$ cat src/rtl/inst_mem_loader.sv
// Byte-stream loader for the instruction store, with a combinational big-endian
// word-read port for the fetch stage. Holds the processor until a load completes.
module inst_mem_loader #(
    parameter int DEPTH  = 128,
    parameter int ADDR_W = 7
) (
    input  logic              clk,
    input  logic              reset,
    input  logic              ld_start,
    input  logic              ld_valid,
    input  logic [7:0]        ld_byte,
    input  logic              ld_last,
    output logic              ld_ready,
    input  logic [29:0]       rd_pc,
    output logic [31:0]       rd_inst,
    output logic              cpu_hold,
    output logic              done,
    output logic              error,
    output logic [ADDR_W:0]   byte_count,
    output logic [7:0]        checksum
);

    localparam logic [2:0] S_IDLE = 3'd0;
    localparam logic [2:0] S_LOAD = 3'd1;
    localparam logic [2:0] S_PAD  = 3'd2;
    localparam logic [2:0] S_DONE = 3'd3;
    localparam logic [2:0] S_ERR  = 3'd4;

    localparam logic [ADDR_W:0] FULL = DEPTH[ADDR_W:0];
    localparam logic [ADDR_W:0] ONE  = {{ADDR_W{1'b0}}, 1'b1};

    logic [2:0]        state;
    logic [ADDR_W:0]   addr;
    logic [ADDR_W:0]   addr_nxt;
    logic [7:0]        mem [DEPTH];
    logic              accept;
    logic              wr_en;
    logic [7:0]        wr_data;
    logic [ADDR_W-3:0] pc;

    // Handshake and write-port decode; ld_start always wins over a pending write.
    always_comb begin
        ld_ready = (state == S_LOAD) && (addr < FULL);
        accept   = ld_ready && ld_valid && !ld_start;
        addr_nxt = addr + ONE;
        if (accept) begin
            wr_en   = 1'b1;
            wr_data = ld_byte;
        end else if ((state == S_PAD) && !ld_start) begin
            wr_en   = 1'b1;
            wr_data = 8'h00;
        end else begin
            wr_en   = 1'b0;
            wr_data = 8'h00;
        end
    end

    // Loader state machine; done/cpu_hold follow the DONE state one cycle later.
    always_ff @(posedge clk or posedge reset) begin
        if (reset) begin
            state      <= S_IDLE;
            addr       <= '0;
            byte_count <= '0;
            checksum   <= 8'h00;
            done       <= 1'b0;
            error      <= 1'b0;
            cpu_hold   <= 1'b1;
        end else if (ld_start) begin
            state      <= S_LOAD;
            addr       <= '0;
            byte_count <= '0;
            checksum   <= 8'h00;
            done       <= 1'b0;
            error      <= 1'b0;
            cpu_hold   <= 1'b1;
        end else begin
            done     <= (state == S_DONE);
            cpu_hold <= (state != S_DONE);
            case (state)
                S_LOAD: begin
                    if (accept) begin
                        addr       <= addr_nxt;
                        byte_count <= byte_count + ONE;
                        checksum   <= checksum + ld_byte;
                        if (ld_last) begin
                            state <= (addr_nxt[1:0] == 2'b00) ? S_DONE : S_PAD;
                        end
                    end else if (ld_valid && (addr == FULL)) begin
                        state <= S_ERR;
                        error <= 1'b1;
                    end
                end
                S_PAD: begin
                    addr       <= addr_nxt;
                    byte_count <= byte_count + ONE;
                    if (addr_nxt[1:0] == 2'b00) begin
                        state <= S_DONE;
                    end
                end
                default: begin
                end
            endcase
        end
    end

    // Store array; contents deliberately survive reset.
    always_ff @(posedge clk) begin
        if (wr_en) begin
            mem[addr[ADDR_W-1:0]] <= wr_data;
        end
    end

    // Big-endian word read; upper pc bits are dropped so addresses wrap.
    always_comb begin
        pc      = rd_pc[ADDR_W-3:0];
        rd_inst = {mem[{pc, 2'b00}], mem[{pc, 2'b01}], mem[{pc, 2'b10}], mem[{pc, 2'b11}]};
    end

endmodule
$ cat config.mk
export PLATFORM = sky130hd
export DESIGN_NAME = inst_mem_loader
export DESIGN_NICKNAME = d
export VERILOG_FILES = /design/src/rtl/inst_mem_loader.sv
export SDC_FILE = /design/constraint.sdc
export NUM_CORES = 1
export LEC_CHECK = 0
export CORE_ASPECT_RATIO = 2
export CORE_MARGIN = 5
export CORE_UTILIZATION = 30
export CTS_CLUSTER_SIZE = 24
export DETAILED_ROUTE_END_ITERATION = 8
export SLEW_MARGIN = 20
export SYNTH_ARGS = -nofsm -noshare
export SYNTH_HDL_FRONTEND = slang
export SYNTH_SLANG_ARGS = --single-unit
$ cat constraint.sdc
create_clock -name clk -period 7 [get_ports clk]
set_input_delay 1.4 -clock clk [delete_from_list [all_inputs] [get_ports clk]]
set_output_delay 1.4 -clock clk [all_outputs]
set_load 0.01 [all_outputs]
Yosys cells after proc, flatten, opt, wreduce, memory -nomap -nowiden

Memories as Yosys holds them, arrays and structs flattened.
Cells that the tools add are included.

Register bits after elaboration: 30
RAM bits: 1024
Input bits: 43
Output and inout port bits: 52
Word-level logic and storage cells: 64
Memories kept: 1

$add $sub $neg: 3
$lt $le $gt $ge: 1
Equal/unequal tests: 10
Multiplexer cells: 27
Reduce and logical (&&, ||, !) cells: 15

Memories:

| name | depth | width | rd ports | clocked after Yosys merged registers in | wr ports | line | RTL |
|---|---|---|---|---|---|---|---|
| mem  | 128   | 8     | 4        | 0                                       | 1        | 35   | `logic [7:0] mem [DEPTH];` |

Operators by type and width:

| cell                                                                    | number |
|---|---|
| 8-bit 2-to-1 mux                                                        | 8 |
| 8-bit one-hot mux with 2 select lines                                   | 2 |
| 8-bit by 1-bit adder with 8-bit output, second input constant           | 2 |
| 3-bit 2-to-1 mux                                                        | 5 |
| 1-bit 2-to-1 mux                                                        | 11 |
| 8-bit adder                                                             | 1 |
| 8-bit equality test, second input constant                              | 1 |
| 8-bit < comparator, second input constant                               | 1 |
| 3-bit by 2-bit equality test with 1-bit output, second input constant   | 2 |
| 3-bit by 2-bit inequality test with 1-bit output, second input constant | 2 |
| 3-bit one-hot mux with 2 select lines                                   | 1 |
| 2-bit nonzero test                                                      | 3 |
| 1-bit logical AND                                                       | 5 |
| 4-bit by 3-bit inequality test with 1-bit output, second input constant | 1 |
| 4-bit inequality test, second input constant                            | 1 |
| 2-bit AND reduction                                                     | 2 |
| 4-bit AND reduction                                                     | 1 |
| 3-bit by 1-bit equality test with 1-bit output, second input constant   | 1 |
| 3-bit inequality test, second input constant                            | 1 |
| 3-bit AND reduction                                                     | 1 |
| 3-bit nonzero test                                                      | 1 |
| 2-bit logical NOT                                                       | 1 |
| 2-bit inequality test, second input constant                            | 1 |
| 1-bit logical NOT                                                       | 1 |

Longest topological paths before layout

Gate-level depths: netlist of run 1.

Word-level depth: 7
Depth in mapped cells: 8

Worst setup path after synthesis of run 1

No wires, ideal clock.

Kind: input-to-output
Start point: input rd_pc[0]
End point: output rd_inst[10]
Arrival: 3.235 ns
Data required time: 5.600 ns
Setup slack: 2.365 ns
Cell stages on the path: 6
Path through: clkbuf_1 -> buf_2 -> buf_1 -> mux4_2 -> a21oi_1 -> nand4_1

Longest elaborated chain between the ends: 1

Ends and longest elaborated chain:

| item                    | line | RTL |
|---|---|---|
| start: declaration      | 14   | `input logic [29:0] rd_pc,` |
| memory read 128 x 8 bit | -    |  |
| end: declaration        | 15   | `output logic [31:0] rd_inst,` |

No other way between the ends.

Worst setup path in the final report of run 1

Start point: input rd_pc[4]
End point: output rd_inst[16]

Same word-level chain as after synthesis.

==> results of run 1 <==
==> Yosys cell counts (10+ instances only) <==
cell	instances
buf_2	20
nand2_1	60
a22oi_1	96
clkbuf_1	89
nor2b_1	71
nand4_1	43
dfrtp_1	29
nor2_1	155
nand3_1	80
and3_1	13
mux4_2	128
ha_1	10
xor2_1	11
mux2i_1	257
buf_1	20
a21oi_1	105
edfxtp_1	1024
==> where the power goes <==
group | switching, mW | internal [mW]
Combinational | 0.573 | 0.328
Sequential | 0.0371 | 6.98
Clock | 2.20 | 2.43
Total | 2.80 | 9.74
==> final cells by class <==
type / count / share of cell area, %
antenna: 3 / 0.0159
clock buffer: 100 / 4.62
clock inverter: 52 / 0.894
inverter: 5 / 0.0397
multi-input combinational: 1097 / 20.2
sequential: 1054 / 66.6
tap: 1852 / 4.90
timing repair buffer: 124 / 2.76
==> how the worst max path moves through the flow <==
| stage | start | end | slack [ps] | cells after the start |
|---|---|---|---|---|
| after global placement | rd_pc[4] | rd_inst[22] | 1150 | 7 |
| after floorplan | rd_pc[0] | rd_inst[10] | 2360 | 6 |
| after global routing | rd_pc[4] | rd_inst[24] | 1090 | 7 |
| final | rd_pc[4] | rd_inst[16] | 1120 | 7 |
| after detailed placement | rd_pc[4] | rd_inst[2] | 1110 | 6 |
| after CTS | rd_pc[4] | rd_inst[2] | 1100 | 6 |
==> logic make-up after synthesis <==
| family | Yosys count | synth area share [%] |
|---|---|---|
| flops | 1054 | 75.9 |
| simple gates | 452 | 5.32 |
| mux | 387 | 13.2 |
| compound gates | 233 | 3.60 |
| buf+inv | 136 | 1.33 |
| xor+xnor | 14 | 0.295 |
| fa+ha+maj | 11 | 0.350 |
==> per-layer routing <==
layer  track usage, %  vias to the layer above
met1             13.4                    10615
li1                 -                     9264
met2             27.0                      487
met5                0                        -
met4             6.16                        0
met3             1.59                      161
==> sequential cells by signal, indices dropped and copies added, names as in the netlist <==
signal	count
addr	8
byte_count	8
checksum	8
cpu_hold	1
done	1
error	1
mem	1024
state	3
==> critical path: cells and delay by family <==
kind	cells	cell delay, ps
simple gates	3	1090
buf+inv	3	1650
compound gates	1	310
==> reports/summary.txt, run 1 <==
Syn Nets: 2341
cell type with the largest total area after synthesis: edfxtp_1
die width: 273 um
core area: 138000 sq um
met2 WL: 57700 um
worst reg2reg startpoint: addr[7]
status: complete, no violations
Hold Slack: 529 ps
crit-path max cell delay: 760 ps
Total Neg Setup Slack: 0 ps
Crit-path slowest cell: or3b_2
DR iter-0 viols: 1305
routability cong.: 0.810
register area share after synthesis: 75.9%
Max Cap Violations: 0
initial antenna violation count: 2
area growth from synthesis to layout: 14.0%
crit path cell chain: clkdlybuf4s50_1, or3b_2, buf_4, nor2b_1, a21oi_1, nand4_1, clkdlybuf4s50_1
Hold Path Class: register to register
final core utilization: 34.3%
vias in the first global route: 21893
Clock Root Buffer: clkbuf_16
CP Data Required Time: 5600 ps
clock sinks: 1054
dpl cells: 4129
Clock Path Buffers: 3
cell area power density: 265 nW/um^2
syn avg cell area: 18.1 sq um
Post-Layout Cell Count: 4287
pre-CTS setup slack: 1110 ps
Startpoint Class: primary input
Post-CTS Resized: 0
Synth Flop Type: edfxtp_1
Placed Area: 44600 sq um
vias: 20527
Synth async-reset ratio: 2.85%
Tcrit/Tclk final: 84.0%
initial core utilization: 30.1%
drt drc: 0
Final Routed Wirelength: 99900 um
Synth cell types: 53
Final Max Tran Viols: 0
endpoints failing hold: 0
Rows: 193
fin crit period: 5880 ps
largest net degree at the start of global routing: 98
total congestion overflow: 0
most common cell after layout, fill and taps aside: edfxtp_1
top cell type's share of synthesized area: 74.1%
Max VDD drop: 152 uV
reg2reg path depth: 6
fin worst setup slack: 1120 ps
final setup violation count: 0
DR vias/cell: 4.79
r2r setup slk: 3440 ps
nets@finish: 2420
most frequent cells in the layout: edfxtp_1 (1024), mux2i_1 (257), nor2_1 (152)
P_leak: 15.0 nW
Rel. slew slack: 26.6%
I/O pin total: 95
hold buffers post-CTS: 0
fill count: 13010
number of H-tree levels: 3
hold path endpoint: error
Fmax: 170 MHz
hold_sp: error
global-route wire length before repair: 146000 um
ratio of cells with drive above 1 in the final layout: 13.3%
Least-Margin Pin Slew: 1100 ps
Reg clk slew, reported paths: 60 ps
port bufs: 69
post-route cell area: 47300 sq um
die height: 536 um
Crit path arrival time: 4480 ps
Gate Count Post-Synth: 2287
clk_lat worst skew: 650 ps
CP endpoint kind: output pin
wl on met1: 34100 um
most used cell, CP: clkdlybuf4s50_1
register area: 31500 sq um
CP Class: primary input to output pin
worst-path maximum fanout: 21
Final Skew: 23.7 ps
Synth Register Bits: 1054
unrepaired setup endpoints after global routing: false
Post-Syn Area: 41500 sq um
die area: 146000 sq um
CTS tree: built
number of synthesized flops with an enable pin: 1024
synth top area cells: edfxtp_1 (74%), mux4_2 (6.9%), mux2i_1 (6.2%)
1st-pass router iterations: 5
metal3 WL: 3330 um
drt wl/cell: 23.3 um
DP HPWL: 66500 um
Post-CTS Setup Inserts: 0
Total GRT Usage: 13.4%
cts bufs inserted: 84
r2r endpoint: mem[84][4]
Pwr Total: 12.5 mW
hold depth: 2
Ys Warns: 0
DRT antenna net count: 0
top sig layer: met4
multi-input logic area: 9540 sq um
No activity file was read; power rests on OpenSTA's default activity.
==> run 2: changes to the inputs <==
==> constraint.sdc (replaced) <==
create_clock -name clk -period 5.3 [get_ports clk]
set_input_delay 1.06 -clock clk [delete_from_list [all_inputs] [get_ports clk]]
set_output_delay 1.06 -clock clk [all_outputs]
set_load 0.01 [all_outputs]
==> run 2 against run 1 <==
Effect of this change:
- sequential power is 32% higher
- utilization is 0.33 points higher
- register-to-register slack worse by 1700 ps
- die area stayed put
- clock power is 33% higher
- final cell count is 0.61% higher
- via count is 1.2% higher
- critical path depth stayed put
- global-route usage is 0.21 points higher
- wire length is 1.3% higher
==> reports/summary.txt, run 2 (synthesized netlist as in run 1, its figures left out) <==
drt drc: 0 (unchanged)
core area: 138000 sq um (unchanged)
vias: 20764 (was 20527)
area growth from synthesis to layout: 15.1% (was 14.0%)
initial antenna violation count: 2 (unchanged)
die height: 536 um (unchanged)
P_leak: 15.2 nW (was 15.0 nW)
Top delay family on crit path: buffers and inverters (unchanged)
Max VDD drop: 229 uV (was 152 uV)
Total GRT Usage: 13.6% (was 13.4%)
reg2reg path depth: 4 (was 6)
Least-Margin Pin Slew: 990 ps (was 1100 ps)
vias in the first global route: 22226 (was 21893)
crit path cell chain: clkdlybuf4s50_1, nor2b_4, buf_12, a22oi_1, nand3_1, nand4_1, clkdlybuf4s50_1 (was clkdlybuf4s50_1, or3b_2, buf_4, nor2b_1, a21oi_1, nand4_1, clkdlybuf4s50_1)
Post-Layout Cell Count: 4313 (was 4287)
Critical path buffers and inverters: 3 (unchanged)
Fmax: 202 MHz
fin worst setup slack: 361 ps (was 1120 ps)
hold depth: 2 (unchanged)
cell area power density: 349 nW/um^2 (was 265 nW/um^2)
DR iter-0 viols: 1287 (was 1305)
Pint: 13.0 mW (was 9.74 mW)
final setup violation count: 0 (unchanged)
hold buffers post-CTS: 0 (unchanged)
Total Neg Setup Slack: 0 ps (unchanged)
Clock Root Buffer: clkbuf_16 (unchanged)
CTS tree: built (unchanged)
DP HPWL: 68100 um (was 66500 um)
worst-path maximum fanout: 15 (was 21)
most common cell after layout, fill and taps aside: edfxtp_1 (unchanged)
Post-CTS Resized: 0 (unchanged)
unrepaired setup endpoints after global routing: false (unchanged)
initial core utilization: 30.1% (unchanged)
endpoints failing hold: 0 (unchanged)
die width: 273 um (unchanged)
dpl cells: 4163 (was 4129)
Clock Path Buffers: 3 (unchanged)
CP Class: primary input to output pin (unchanged)
Crit-path slowest cell: clkdlybuf4s50_1 (was or3b_2)
1st-pass router iterations: 8 (was 5)
total net switching power: 3.70 mW (was 2.80 mW)
Comb power frac: 7.4% (was 7.2%)
crit-path max cell delay: 740 ps (was 760 ps)
hold path endpoint: error (unchanged)
CP endpoint kind: output pin (unchanged)
Startpoint Class: primary input (unchanged)
Final Routed Wirelength: 101000 um (was 99900 um)
Final Max Tran Viols: 0 (unchanged)
Rows: 193 (unchanged)
Crit path arrival time: 3880 ps (was 4480 ps)
Clock Power Share: 37.0% (was 36.9%)
most used cell, CP: clkdlybuf4s50_1 (unchanged)
die area: 146000 sq um (unchanged)
status: complete, no violations (unchanged)
Tcrit/Tclk final: 93.2%
number of H-tree levels: 3 (unchanged)
final core utilization: 34.6% (was 34.3%)
port bufs: 69 (unchanged)
hold_sp: error (unchanged)
largest net degree at the start of global routing: 69 (was 98)
pre-CTS setup slack: 368 ps (was 1110 ps)
fill count: 12895 (was 13010)
DR vias/cell: 4.81 (was 4.79)
Max Cap Violations: 0 (unchanged)
Post-CTS Setup Inserts: 0 (unchanged)
clock sinks: 1054 (unchanged)
clk_lat worst skew: 670 ps (was 650 ps)
sw frac: 22.2% (was 22.4%)
sequential share of power: 55.7% (was 55.9%)
Rel. slew slack: 33.8% (was 26.6%)
cts bufs inserted: 82 (was 84)
I/O pin total: 95 (unchanged)
nets@finish: 2449 (was 2420)
r2r setup slk: 1790 ps (was 3440 ps)
routability cong.: 0.800 (was 0.810)
fin crit period: 4940 ps
worst reg2reg startpoint: addr[1] (was addr[7])
CP Data Required Time: 4240 ps (was 5600 ps)
total congestion overflow: 0 (unchanged)
r2r endpoint: mem[115][5] (was mem[84][4])
DRT antenna net count: 0 (unchanged)
Reg clk slew, reported paths: 70 ps (was 60 ps)
Final Skew: 29.8 ps (was 23.7 ps)
most frequent cells in the layout: edfxtp_1 (1024), mux2i_1 (257), nor2_1 (152) (unchanged)
Hold Path Class: register to register (unchanged)
ratio of cells with drive above 1 in the final layout: 14.5% (was 13.3%)
Largest register FFs: 1024 (unchanged)
drt wl/cell: 23.5 um (was 23.3 um)
global-route wire length before repair: 148000 um (was 146000 um)
## run 2: final cells by class
| type | instances | area [sq um] | area share [%] |
|---|---|---|---|
| well taps | 1852 | 2320 | 4.85 |
| repair buffers | 155 | 1730 | 3.63 |
| clock inverters | 51 | 442 | 0.925 |
| diodes | 1 | 2.50 | 0.00524 |
| clock buffers | 98 | 2190 | 4.60 |
| multi-input cells | 1097 | 9530 | 20.0 |
| inverters | 5 | 18.8 | 0.0393 |
| flip-flops and latches | 1054 | 31500 | 66.0 |
## run 2: worst max path at each step
stage | startpoint | endpoint | slack (ps) | cells past startpoint
after floorplan | ld_valid | mem[0][2] | 1130 | 4
after global placement | rd_pc[4] | rd_inst[24] | 350 | 7
after detailed placement | rd_pc[4] | rd_inst[7] | 370 | 7
after CTS | rd_pc[4] | rd_inst[24] | 340 | 7
after global routing | rd_pc[4] | rd_inst[24] | 290 | 7
final | rd_pc[4] | rd_inst[24] | 360 | 7
## run 2: worst register-to-register path: cells and delay by family (launching register included)
family / cells / cell delay, ps
buf+inv: 1 / 340
flops: 1 / 550
simple gates: 3 / 2250
## run 2: power by group through the flow
stage                     Combinational, mW  Sequential [mW]  Clock (mW)
after detailed placement               1.25             9.45           0
after global routing                   1.32             9.27        6.59
after CTS                              1.25             9.26        6.29
final                                  1.23             9.27        6.16
after floorplan                       0.668             9.46           0
after global placement                 1.23             9.45           0
## run 2: through the flow
step                hold slack [ps]  total power, mW  instance area, sq um
floorplan                       482             10.1                 41500
global placement                513             10.7                 45100
detailed placement              509             10.7                 45100
CTS                             541             16.8                 47700
global route                    582             17.2                 47700
finish                          535             16.6                 47700
## run 2: per-layer routing
metal | routed length [um] | share of wire [%] | vias up | track usage [%]
met3 | 3360 | 3.3 | 187 | 1.59
met4 | 5780 | 5.7 | 2 | 7.12
met2 | 57800 | 57 | 461 | 26.9
met1 | 34300 | 34 | 10788 | 13.8
li1 | - | - | 9326 | -
met5 | 13 | 0.013 | - | 0
